## config.mk

```make
export PLATFORM = sky130hd
export DESIGN_NAME = ram_chip_arbiter
export DESIGN_NICKNAME = d
export VERILOG_FILES = /design/src/rtl/ram_arb_pkg.sv /design/src/rtl/ram_access_sequencer.sv /design/src/rtl/ram_chip_arbiter.sv
export SDC_FILE = /design/constraint.sdc
export NUM_CORES = 1
export LEC_CHECK = 0
export ABC_AREA = 1
export CAP_MARGIN = 20
export CORE_ASPECT_RATIO = 0.8
export CORE_MARGIN = 2
export CORE_UTILIZATION = 47
export DETAILED_ROUTE_END_ITERATION = 8
export PLACE_DENSITY = 0.87
export SYNTH_ARGS = -nofsm -noshare
export SYNTH_HDL_FRONTEND = slang
export SYNTH_SLANG_ARGS = --single-unit
export TNS_END_PERCENT = 20
```

## constraint.sdc

```tcl
create_clock -name clkMem -period 5.1 [get_ports clkMem]
set_input_delay 0.51 -clock clkMem [delete_from_list [all_inputs] [get_ports clkMem]]
set_output_delay 0.51 -clock clkMem [all_outputs]
set_load 0.03 [all_outputs]
```

## src/rtl/ram_arb_pkg.sv

```systemverilog
// Shared types and default timing for the Apple main-RAM SRAM arbiter.
package ram_arb_pkg;

    typedef enum logic [2:0] {
        IDLE,
        RD,
        WR_SETUP,
        WR_PULSE,
        WR_HOLD
    } seqState_t;

    typedef enum logic [1:0] {
        REQ_CPU,
        REQ_VID,
        REQ_DMA
    } reqId_t;

    localparam int DEF_ADDR_W       = 16;
    localparam int DEF_RD_CYCLES    = 2;
    localparam int DEF_WR_CYCLES    = 2;
    localparam int DEF_VID_MAX_WAIT = 8;

endpackage

```

## src/rtl/ram_access_sequencer.sv

```systemverilog
// SRAM access sequencer: one read or write at a time, all strobes registered.
// Returns to IDLE for at least one cycle between accesses (bus turnaround).
module ram_access_sequencer
    import ram_arb_pkg::*;
#(
    parameter int ADDR_W    = DEF_ADDR_W,
    parameter int RD_CYCLES = DEF_RD_CYCLES,
    parameter int WR_CYCLES = DEF_WR_CYCLES
) (
    input  logic              clkMem,
    input  logic              rst_n,
    input  logic              start,
    input  logic              startWe,
    input  logic [ADDR_W-1:0] startAddr,
    input  logic [7:0]        startWdata,
    output logic              idle,
    output logic              finish,
    output logic              finishRd,
    output logic [ADDR_W-1:0] ram_addr,
    output logic              ram_oe_n,
    output logic              ram_we_n,
    output logic [7:0]        ram_dout,
    output logic              ram_dout_en
);

    seqState_t  state, stateNext;
    logic [3:0] cnt, cntNext;
    logic       oeNNext, weNNext, doutEnNext;

    assign idle     = (state == IDLE);
    assign finishRd = finish && (state == RD);

    // Strobe values are computed for the next cycle so every pin comes from a flop.
    always_comb begin
        stateNext  = state;
        cntNext    = cnt;
        oeNNext    = 1'b1;
        weNNext    = 1'b1;
        doutEnNext = 1'b0;
        finish     = 1'b0;
        case (state)
            IDLE: begin
                if (start) begin
                    cntNext = 4'd1;
                    if (startWe) begin
                        stateNext  = WR_SETUP;
                        doutEnNext = 1'b1;
                    end else begin
                        stateNext = RD;
                        oeNNext   = 1'b0;
                    end
                end
            end
            RD: begin
                if (cnt == 4'(RD_CYCLES)) begin
                    stateNext = IDLE;
                    finish    = 1'b1;
                end else begin
                    oeNNext = 1'b0;
                    cntNext = cnt + 4'd1;
                end
            end
            WR_SETUP: begin
                stateNext  = WR_PULSE;
                weNNext    = 1'b0;
                doutEnNext = 1'b1;
                cntNext    = 4'd1;
            end
            WR_PULSE: begin
                doutEnNext = 1'b1;
                if (cnt == 4'(WR_CYCLES)) begin
                    stateNext = WR_HOLD;
                end else begin
                    weNNext = 1'b0;
                    cntNext = cnt + 4'd1;
                end
            end
            WR_HOLD: begin
                stateNext = IDLE;
                finish    = 1'b1;
            end
            default: stateNext = IDLE;
        endcase
    end

    always_ff @(posedge clkMem) begin
        if (!rst_n) begin
            state       <= IDLE;
            cnt         <= 4'd0;
            ram_oe_n    <= 1'b1;
            ram_we_n    <= 1'b1;
            ram_dout_en <= 1'b0;
            ram_addr    <= '0;
            ram_dout    <= 8'h00;
        end else begin
            state       <= stateNext;
            cnt         <= cntNext;
            ram_oe_n    <= oeNNext;
            ram_we_n    <= weNNext;
            ram_dout_en <= doutEnNext;
            if (idle && start) begin
                ram_addr <= startAddr;
                if (startWe)
                    ram_dout <= startWdata;
            end
        end
    end

endmodule

```

## src/rtl/ram_chip_arbiter.sv

```systemverilog
// Main-RAM arbiter: CPU / video / DMA share one async SRAM in the clkMem domain.
// Priority CPU > VID > DMA, with video promoted once it has waited VID_MAX_WAIT cycles.
module ram_chip_arbiter
    import ram_arb_pkg::*;
#(
    parameter int ADDR_W       = DEF_ADDR_W,
    parameter int RD_CYCLES    = DEF_RD_CYCLES,
    parameter int WR_CYCLES    = DEF_WR_CYCLES,
    parameter int VID_MAX_WAIT = DEF_VID_MAX_WAIT
) (
    input  logic              clkMem,
    input  logic              rst_n,
    input  logic              cpu_req,
    input  logic              cpu_we,
    input  logic [ADDR_W-1:0] cpu_addr,
    input  logic [7:0]        cpu_wdata,
    output logic              cpu_ack,
    output logic [7:0]        cpu_rdata,
    input  logic              vid_req,
    input  logic [ADDR_W-1:0] vid_addr,
    output logic              vid_ack,
    output logic [7:0]        vid_rdata,
    input  logic              dma_req,
    input  logic              dma_we,
    input  logic [ADDR_W-1:0] dma_addr,
    input  logic [7:0]        dma_wdata,
    output logic              dma_ack,
    output logic [7:0]        dma_rdata,
    output logic [ADDR_W-1:0] ram_addr,
    output logic              ram_oe_n,
    output logic              ram_we_n,
    output logic [7:0]        ram_dout,
    output logic              ram_dout_en,
    input  logic [7:0]        ram_din
);

    logic [7:0]        vidWait;
    logic              cpuPend, vidPend, dmaPend, vidUrgent, grant;
    reqId_t            winner, owner;
    logic              selWe;
    logic [ADDR_W-1:0] selAddr;
    logic [7:0]        selWdata;
    logic              seqIdle, seqFinish, seqFinishRd;

    // A requester's req is still high in its own ack cycle; it must not re-win there.
    assign cpuPend   = cpu_req && !cpu_ack;
    assign vidPend   = vid_req && !vid_ack;
    assign dmaPend   = dma_req && !dma_ack;
    assign vidUrgent = (vidWait == 8'(VID_MAX_WAIT));

    always_comb begin
        grant  = 1'b0;
        winner = REQ_CPU;
        if (seqIdle) begin
            if (vidPend && vidUrgent) begin
                grant  = 1'b1;
                winner = REQ_VID;
            end else if (cpuPend) begin
                grant  = 1'b1;
                winner = REQ_CPU;
            end else if (vidPend) begin
                grant  = 1'b1;
                winner = REQ_VID;
            end else if (dmaPend) begin
                grant  = 1'b1;
                winner = REQ_DMA;
            end
        end
    end

    always_comb begin
        selWe    = cpu_we;
        selAddr  = cpu_addr;
        selWdata = cpu_wdata;
        case (winner)
            REQ_VID: begin
                selWe    = 1'b0;
                selAddr  = vid_addr;
                selWdata = 8'h00;
            end
            REQ_DMA: begin
                selWe    = dma_we;
                selAddr  = dma_addr;
                selWdata = dma_wdata;
            end
            default: ;
        endcase
    end

    always_ff @(posedge clkMem) begin
        if (!rst_n)
            vidWait <= 8'd0;
        else if (!vid_req || (grant && winner == REQ_VID))
            vidWait <= 8'd0;
        else if (!vidUrgent)
            vidWait <= vidWait + 8'd1;
    end

    always_ff @(posedge clkMem) begin
        if (!rst_n) begin
            owner     <= REQ_CPU;
            cpu_ack   <= 1'b0;
            vid_ack   <= 1'b0;
            dma_ack   <= 1'b0;
            cpu_rdata <= 8'h00;
            vid_rdata <= 8'h00;
            dma_rdata <= 8'h00;
        end else begin
            if (grant)
                owner <= winner;
            cpu_ack <= seqFinish && (owner == REQ_CPU);
            vid_ack <= seqFinish && (owner == REQ_VID);
            dma_ack <= seqFinish && (owner == REQ_DMA);
            if (seqFinishRd) begin
                case (owner)
                    REQ_CPU: cpu_rdata <= ram_din;
                    REQ_VID: vid_rdata <= ram_din;
                    REQ_DMA: dma_rdata <= ram_din;
                    default: ;
                endcase
            end
        end
    end

    ram_access_sequencer #(
        .ADDR_W   (ADDR_W),
        .RD_CYCLES(RD_CYCLES),
        .WR_CYCLES(WR_CYCLES)
    ) uSeq (
        .clkMem     (clkMem),
        .rst_n      (rst_n),
        .start      (grant),
        .startWe    (selWe),
        .startAddr  (selAddr),
        .startWdata (selWdata),
        .idle       (seqIdle),
        .finish     (seqFinish),
        .finishRd   (seqFinishRd),
        .ram_addr   (ram_addr),
        .ram_oe_n   (ram_oe_n),
        .ram_we_n   (ram_we_n),
        .ram_dout   (ram_dout),
        .ram_dout_en(ram_dout_en)
    );

endmodule

```

==> results of run 1 <==
==> layout make-up <==
class / count / area share
clock inverter: 4 / 0.0111
sequential: 71 / 0.295
timing repair buffer: 133 / 0.275
clock buffer: 12 / 0.0321
inverter: 32 / 0.0254
multi-input combinational: 340 / 0.339
tap: 87 / 0.0226
==> power breakdown <==
group | total, mW | switching (mW) | internal [mW]
Combinational | 0.905 | 0.569 | 0.336
Clock | 0.464 | 0.211 | 0.254
Sequential | 0.739 | 0.0787 | 0.661
==> worst paths after layout <==
check	endpoint	depth (start not counted)	from	slack (ns)
max	uSeq.ram_dout[0]	12	vidWait[0]	1.51
min	uSeq.cnt[3]	2	uSeq.cnt[3]	0.49
max reg2reg	uSeq.ram_dout[0]	12	vidWait[0]	1.51
min reg2reg	uSeq.cnt[3]	2	uSeq.cnt[3]	0.49
==> metrics by stage <==
stage               hold slack, ns  setup WS [ns]  power [mW]
CTS                          0.486           1.55        2.10
detailed placement           0.475           1.27        1.64
global route                 0.511           1.21        2.22
floorplan                    0.445           2.88        1.32
global placement             0.462           1.49        1.61
finish                       0.486           1.51        2.11
==> metal layers <==
layer | track usage | wire length (um) | share of wire
met1 | 0.331 | 4250 | 0.43
met2 | 0.454 | 4870 | 0.49
met3 | 0.0669 | 628 | 0.063
met4 | 0.0653 | 188 | 0.019
met5 | 0 | 0 | 0
==> critical path: cells and delay by family (launching register included) <==
kind                     cells  cell delay [ns]
buffers and inverters        2             0.71
AND/OR/NAND/NOR              6             0.95
flip-flops                   1             0.39
AO/OA/AOI/OAI                2             0.61
adder cells (fa/ha/maj)      2             0.81
==> registers in the layout, indices dropped and copies added, names as in the netlist, 2 cells and up <==
signal / cells
uSeq.ram_addr: 16
cpu_rdata: 8
dma_rdata: 8
uSeq.ram_dout: 8
vidWait: 8
vid_rdata: 8
uSeq.cnt: 4
uSeq.state: 3
owner: 2
==> kinds of logic (layout without fill, tap and decap cells) <==
kind of cell	after synthesis	in the layout	synth area share
flops	71	71	0.433
simple gates	254	254	0.344
buf+inv	54	181	0.0683
compound gates	72	72	0.111
fa+ha+maj	6	6	0.0229
xor+xnor	8	8	0.0214
==> cell usage in the layout, fill, tap and decap left out, types with 8 or more instances in the layout <==
| cell | instances |
|---|---|
| xor2_1 | 8 |
| dfxtp_1 | 71 |
| nor2_1 | 109 |
| o21ai_0 | 53 |
| nand3_1 | 67 |
| clkbuf_8 | 11 |
| inv_1 | 25 |
| nand2_1 | 58 |
| a21oi_1 | 18 |
| clkdlybuf4s50_1 | 132 |
==> results_dict.tcl, run 1 <==
set metrics [dict create \
    status "finished, final reports clean" \
    coreArea_sq_mm 0.00682 \
    period_share 0.704 \
    insertedDiodeCount 0 \
    ys_warn_count 0 \
    fin_crit_ns 3.59 \
    end_kind "register" \
    cts_buffer_depth 2 \
    ys_top_cells_by_count "109 x nor2_1, 71 x dfxtp_1, 67 x nand3_1" \
    clkSlewWorstSetupHoldPaths_ns 0.08 \
    postSynthCellCount 465 \
    yosys.cell_types.count 27 \
    gp_congestion 0.875 \
    row_count 27 \
    vias_per_cell 5.26 \
    hold_class "reg2reg" \
    vias 3571 \
    syn_to_final_growth_pct 47.1 \
    synthTopCellsByArea "dfxtp_1 43%, nor2_1 12%, nand3_1 10%" \
    final_cells 679 \
    synth_area_sq_mm 0.00328 \
    clock.fmax_mhz 279 \
    slew_viol_final 0 \
    syn_nets 550 \
    grt_max_degree 56 \
    required_ns 5.32 \
    dieHeight_um 78.7 \
    clock_tree.root_cell "clkbuf_8" \
    port_buffers 132 \
    slowest_delay_ns 0.64 \
    post-route-util 0.707 \
    crit_chain "inv_1 > ha_1 > nand3b_1 > nor2_1 > o21ai_0 > ha_1 > inv_2 > nand3_1 > nand2_2 > nand3_2 > o21ai_0 > nor2_1" \
    initial_core_util 0.481 \
    fill_cells 552 \
    async_flop_share 0 \
    critPathKind "reg2reg" \
    postPlaceCellArea_sq_mm 0.00462 \
    wl_per_cell_um 14.6 \
    synth_top_cell_by_area "dfxtp_1" \
    clk_latency_ns 0.34 \
    ff_latch_area_sq_mm 0.00142 \
    slowest_stage "inv_2" \
    hpwl_mm 7.23 \
    htreeDepth 3 \
    worst_pin_slew_ns 0.931 \
    setup_viol 0 \
    cts-buffers-inserted 9 \
    drv_cap 0 \
    grt_pass1_wl_mm 16.4 \
    hold_viol 0 \
    cts_tree "built" \
    num_io_pins 133 \
    ys_ff_latch 71 \
    cp_max_fo 41 \
    synth_top_area_share 0.433 \
    clock_sinks 71 \
    yosysSeqAreaShare 0.433 \
    overflow 0 \
    dp_cells 663 \
    cts_setup_buffers 0 \
    die_width_um 97.4 \
    fin_nets 672 \
    synthFlopType "dfxtp_1" \
    drt_wl_total_mm 9.93 \
    synth.most_common_cell "nor2_1" \
    powerDensity_mw_per_mm2 437 \
    dr.pass1.iters 5 \
    die_area_sq_mm 0.00767 \
    multi_input_area_sq_mm 0.00164 \
    ir_drop_mv 0.283 \
    synth.avg_cell_area_sq_um 7.06 \
    dr.first_iter.drc_count 243 \
    grt_pass1_vias 3431 \
    drive_gt1_frac 0.0574 \
    remaining_drc_errors 0 \
    cts_resized 0 \
    ant_nets 0 \
    cp.arrival_ns 3.81 \
    fin_area_sq_mm 0.00483 \
    antenna_found_initial 0 \
    p_leak_nw 1.99 \
    start_kind "register" \
    synth_edf_count 0 \
    fin_setup_tns_ns 0 \
    grtUsageTotal 0.263 \
    fin_skew_ns 0.00925 \
    relSlewSlack 0.379 \
    rsz0062_at_grt "no" \
    cts_hold_buffers 0 \
]
Note: power is estimated with default switching activity, not from simulation.
==> run 2: changes to the inputs <==
CORE_UTILIZATION = 39   (was 47)
PLACE_DENSITY = 0.77   (was 0.87)
clock period = 3 ns   (was 5.1 ns; I/O delays follow)
==> run 2 against run 1 <==
Effect of this change: first-iteration DRC count fell by 45%; critical path type unchanged; cell count grew 3.5%; via count fell by 3.2%; largest power group unchanged; highest routed layer unchanged.
==> results_dict.tcl, run 2 (synthesis gave the netlist of run 1 again) <==
set metrics [dict create \
    cts_hold_buffers 0 \
    slew_viol_final 0 \
    hold_path_depth 2 \
    status "finished, final reports clean" \
    pwr-share-seq 0.349 \
    p_clk_frac 0.225 \
    drt_wl_total_mm 9.61 \
    layout_commonest_cell "clkdlybuf4s50_1" \
    dr.pass1.iters 4 \
    cts_tree "built" \
    insertedDiodeCount 0 \
    drive_gt1_frac 0.0639 \
    worst-path-buf-inv 2 \
    wl_per_cell_um 13.7 \
    cp_max_fo 10 \
    grt_pass1_wl_mm 15.9 \
    comb_power_share 0.426 \
    worst_pin_slew_ns 0.637 \
    overflow 0 \
    hold_class "reg2reg" \
    grt_pass1_vias 3375 \
    slowest_delay_ns 0.40 \
    row_count 29 \
    start_kind "register" \
    fin_crit_ns 2.43 \
    ir_drop_mv 0.439 \
    grtUsageTotal 0.218 \
    cp.arrival_ns 2.67 \
    dr.first_iter.drc_count 133 \
    cts_setup_buffers 0 \
    remaining_drc_errors 0 \
    cts_resized 0 \
    p_int_mw 2.12 \
    setup_viol 0 \
    crit_chain "inv_1 > ha_1 > nand3b_1 > nor2_1 > o21ai_0 > ha_1 > inv_2 > nand3_1 > nand2_2 > nand3_2 > o21ai_0 > nor2_1" \
    syn_to_final_growth_pct 48.6 \
    worstReg2RegStart "vidWait[0]" \
    gp_congestion 0.834 \
    cp_top_family "simple AND/OR/NAND/NOR gates" \
    clock_tree.root_cell "clkbuf_8" \
    fin_setup_tns_ns 0 \
    switchingPower_mw 1.47 \
    num_io_pins 133 \
    die_width_um 107 \
    ant_nets 0 \
    rsz0062_at_grt "no" \
    reg2reg_slack_ns 0.57 \
    relSlewSlack 0.576 \
    hpwl_mm 7.28 \
    vias 3456 \
    powerDensity_mw_per_mm2 736 \
    cts-buffers-inserted 9 \
    timing.rr.end "uSeq.ram_dout[1]" \
    grt_max_degree 44 \
    htreeDepth 3 \
    cts_buffer_depth 2 \
    slowest_stage "dfxtp_1" \
    fill_cells 755 \
    clk_latency_ns 0.36 \
    p_sw_frac 0.409 \
    postPlaceCellArea_sq_mm 0.00467 \
    hp-start "uSeq.cnt[3]" \
    power_mw 3.59 \
    required_ns 3.24 \
    hold_viol 0 \
    fin_nets 675 \
    ff2ff_path_depth 12 \
    coreArea_sq_mm 0.00806 \
    fin_area_sq_mm 0.00488 \
    period_share 0.809 \
    critPathKind "reg2reg" \
    fin_skew_ns 0.0177 \
    end_kind "register" \
    min_to "uSeq.cnt[3]" \
    clock.fmax_mhz 412 \
    final_cell_mix "132 x clkdlybuf4s50_1, 109 x nor2_1, 71 x dfxtp_1" \
    initial_core_util 0.407 \
    clock_sinks 71 \
    dieHeight_um 86.0 \
    largest_register_ffs 16 \
    antenna_found_initial 0 \
    drv_cap 0 \
    vias_per_cell 4.92 \
    port_buffers 132 \
    clkSlewWorstSetupHoldPaths_ns 0.08 \
    die_area_sq_mm 0.00917 \
    p_leak_nw 2.01 \
    largest_register "uSeq.ram_addr" \
]
==> run 2: cell types whose count changed in the layout (fill, tap and decap cells not counted) <==
| cell | before | now |
|---|---|---|
| buf_4 | 1 | 4 |
| clkbuf_1 | 1 | 0 |
| clkbuf_8 | 11 | 10 |
| clkinv_4 | 1 | 0 |
| clkinvlp_4 | 2 | 1 |
| inv_6 | 0 | 4 |
==> run 2: worst max path at each step <==
stage                          start          endpoint  slack [ns]  cells after the start
after floorplan           vidWait[0]  uSeq.ram_dout[0]        0.78                     13
after global routing      vidWait[0]  uSeq.ram_dout[1]        0.26                     12
after CTS                 vidWait[0]  uSeq.ram_dout[1]        0.55                     12
after detailed placement     vid_req  uSeq.ram_dout[1]        0.44                     11
after global placement       vid_req  uSeq.ram_addr[4]        0.54                     11
final                     vidWait[0]  uSeq.ram_dout[1]        0.57                     12
==> run 2: layout make-up <==
cell class | count | area (sq um) | area share
clock buffer | 10 | 138 | 0.0282
tap | 108 | 135 | 0.0277
sequential | 71 | 1420 | 0.292
clock inverter | 6 | 72.6 | 0.0149
inverter | 32 | 123 | 0.0251
timing repair buffer | 136 | 1350 | 0.277
multi-input combinational | 340 | 1640 | 0.335
==> run 2: routing by layer <==
layer	part of all wire	wire, um	vias up	global-route usage
met4	0.021	206	0	0.0803
li1	-	-	1758	-
met5	0	0	-	0
met1	0.45	4350	1587	0.270
met3	0.053	506	20	0.0600
met2	0.47	4550	91	0.364
==> run 2: metrics by stage <==
stage	hold WS (ns)	util	setup WS, ns	instances
finish	0.478	0.605	0.572	703
global route	0.507	0.605	0.261	703
CTS	0.484	0.605	0.554	703
detailed placement	0.473	0.579	0.436	687
floorplan	0.435	-	0.776	465
global placement	0.464	0.579	0.541	687
==> run 2: tightest hold or removal path, delay by kind of cell (launching register included) <==
family / cells / cell delay, ns
AO/OA/AOI/OAI: 1 / 0.05
AND/OR/NAND/NOR: 1 / 0.06
flip-flops: 1 / 0.32
==> run 2: power by group through the flow <==
stage / registers (mW) / clock network, mW / logic [mW]
after floorplan: 1.53 / 0 / 0.710
after global placement: 1.26 / 0 / 1.51
after detailed placement: 1.27 / 0 / 1.53
after CTS: 1.25 / 0.817 / 1.53
after global routing: 1.28 / 0.862 / 1.65
final: 1.25 / 0.806 / 1.53
==> run 3: changes to the inputs <==
CORE_UTILIZATION = 43   (was 39)
PLACE_DENSITY = 0.81   (was 0.77)
clock period = 2.4 ns   (was 3 ns; I/O delays follow)
==> run 3 against run 2 <==
Effect of this change: cell count up 0.43%; clock power increased by 17%; design area up 1.1%; wire length up 1.2%; non-clock buffer count is 6 higher; sequential power rose by 24%; clock-buffer cell count shrank 1; die area down 8.9%; critical path depth unchanged; register-to-register slack worse by 0.38 ns; largest cell class unchanged; largest power group unchanged; highest routed layer unchanged.
==> results_dict.tcl, run 3 (synthesis gave the netlist of run 1 again) <==
set metrics [dict create \
    antenna_found_initial 0 \
    slowest_stage "dfxtp_1" \
    drive_gt1_frac 0.0749 \
    fin_nets 681 \
    dp_cells 690 \
    fin_crit_ns 2.21 \
    clock.fmax_mhz 452 \
    min_to "uSeq.cnt[3]" \
    crit_chain "inv_1 > ha_1 > nand3b_1 > nor2_2 > o21ai_1 > ha_1 > inv_2 > nand3_1 > nand2_2 > nand3_2 > o21ai_0 > nor2_1" \
    timing.rr.end "uSeq.ram_dout[7]" \
    cts-buffers-inserted 9 \
    port_buffers 132 \
    cts_hold_buffers 0 \
    num_io_pins 133 \
    start_kind "register" \
    cp_max_fo 9 \
    crit_path_frequent_cell "ha_1" \
    slew_viol_final 0 \
    grt_pass1_vias 3363 \
    setup_ws_ns 0.188 \
    wl_per_cell_um 13.8 \
    cts_setup_buffers 0 \
    drt_wl_total_mm 9.73 \
    setup_viol 0 \
    hold_class "reg2reg" \
    vias_per_cell 4.99 \
    dr.first_iter.drc_count 192 \
    dieHeight_um 82.1 \
    layout_commonest_cell "clkdlybuf4s50_1" \
    hold_viol 0 \
    fill_cells 630 \
    grt_pass1_wl_mm 15.7 \
    die_area_sq_mm 0.00835 \
    initial_core_util 0.444 \
    gp_congestion 0.891 \
    p_sw_frac 0.422 \
    insertedDiodeCount 0 \
    post-route-util 0.667 \
    multi_input_area_sq_mm 0.00164 \
    period_share 0.922 \
    die_width_um 102 \
    worst_pin_slew_ns 0.436 \
    reg2reg_slack_ns 0.19 \
    largest_register "uSeq.ram_addr" \
    drv_cap 0 \
    cts_resized 0 \
    fin_skew_ns 0.0171 \
    ff_latch_area_sq_mm 0.00142 \
    worstReg2RegStart "vidWait[0]" \
    ff2ff_path_depth 12 \
    htreeDepth 3 \
    syn_to_final_growth_pct 50.2 \
    clk_latency_ns 0.37 \
    clkSlewWorstSetupHoldPaths_ns 0.08 \
    dr.pass1.iters 5 \
    p_clk_frac 0.209 \
    fin_area_sq_mm 0.00493 \
    cts_tree "built" \
    worst-path-buf-inv 2 \
    cts_buffer_depth 2 \
    remaining_drc_errors 0 \
    hold_path_depth 2 \
    comb_power_share 0.447 \
    ant_nets 0 \
    final_cell_mix "132 x clkdlybuf4s50_1, 108 x nor2_1, 71 x dfxtp_1" \
    clock_tree.root_cell "clkbuf_8" \
    final_cells 706 \
    clock_sinks 71 \
    row_count 28 \
    fin_setup_tns_ns 0 \
    required_ns 2.65 \
    pre_cts_slack_ns 0.00488 \
    end_kind "register" \
    vias 3520 \
    critPathKind "reg2reg" \
    postPlaceCellArea_sq_mm 0.00473 \
    status "finished, final reports clean" \
    pwr-share-seq 0.344 \
    ir_drop_mv 0.520 \
    hp-start "uSeq.cnt[3]" \
    rsz0062_at_grt "yes" \
    cp.arrival_ns 2.47 \
    coreArea_sq_mm 0.00739 \
    relSlewSlack 0.708 \
    slowest_delay_ns 0.36 \
    grtUsageTotal 0.243 \
    overflow 0 \
    grt_max_degree 41 \
    cp_top_family "simple AND/OR/NAND/NOR gates" \
    powerDensity_mw_per_mm2 914 \
    largest_register_ffs 16 \
    p_leak_nw 2.05 \
    p_int_mw 2.60 \
    hpwl_mm 7.13 \
    switchingPower_mw 1.90 \
]
## run 3: changes by cell type in the layout (fill, tap and decap cells not counted), sizes merged
| cell | change |
|---|---|
| clkinv | +1 |
| bufinv | -1 |
| buf | +6 |
| clkbuf | -1 |
| inv | +2 |
| clkinvlp | -1 |
## run 3: layout make-up
cell class / count / area share
Multi-Input combinational cell: 340 / 0.332
Tap cell: 105 / 0.0267
Clock inverter: 7 / 0.0140
Clock buffer: 9 / 0.0251
Inverter: 32 / 0.0249
Timing Repair Buffer: 142 / 0.288
Sequential cell: 71 / 0.288
## run 3: per-layer routing
layer,global-route usage,vias to the layer above,wire (um)
met5,0,-,0
met4,0.0878,0,234
met3,0.0766,21,709
met2,0.388,130,4510
met1,0.312,1597,4280
li1,-,1772,-
## run 3: power groups by stage
stage	logic, mW	clock network, mW	registers [mW]
floorplan	0.888	0	1.92
global placement	1.96	0	1.57
detailed placement	2.00	0	1.57
CTS	2.01	0.956	1.55
global route	2.19	1.01	1.57
finish	2.01	0.941	1.55
## run 3: per-stage QoR
stage	total power [mW]	hold WS [ns]
after CTS	4.51	0.489
after floorplan	2.81	0.375
after detailed placement	3.57	0.475
after global placement	3.53	0.463
after global routing	4.78	0.510
final	4.50	0.488
## run 3: worst max path at each step
stage	start	endpoint	slack (ns)	cells after the start
after floorplan	vidWait[0]	uSeq.ram_dout[0]	0.18	13
after global placement	vid_req	uSeq.ram_dout[1]	0.11	11
after detailed placement	vid_req	uSeq.ram_dout[3]	0.005	11
after CTS	vidWait[0]	uSeq.ram_dout[3]	0.12	12
after global routing	vidWait[1]	uSeq.ram_dout[5]	-0.02	12
final	vidWait[0]	uSeq.ram_dout[7]	0.19	12
## run 3: tightest hold or removal path, stage by stage (launching register included)
cell	delay, ns
dfxtp_1	0.33
nand2_1	0.06
a21oi_1	0.05
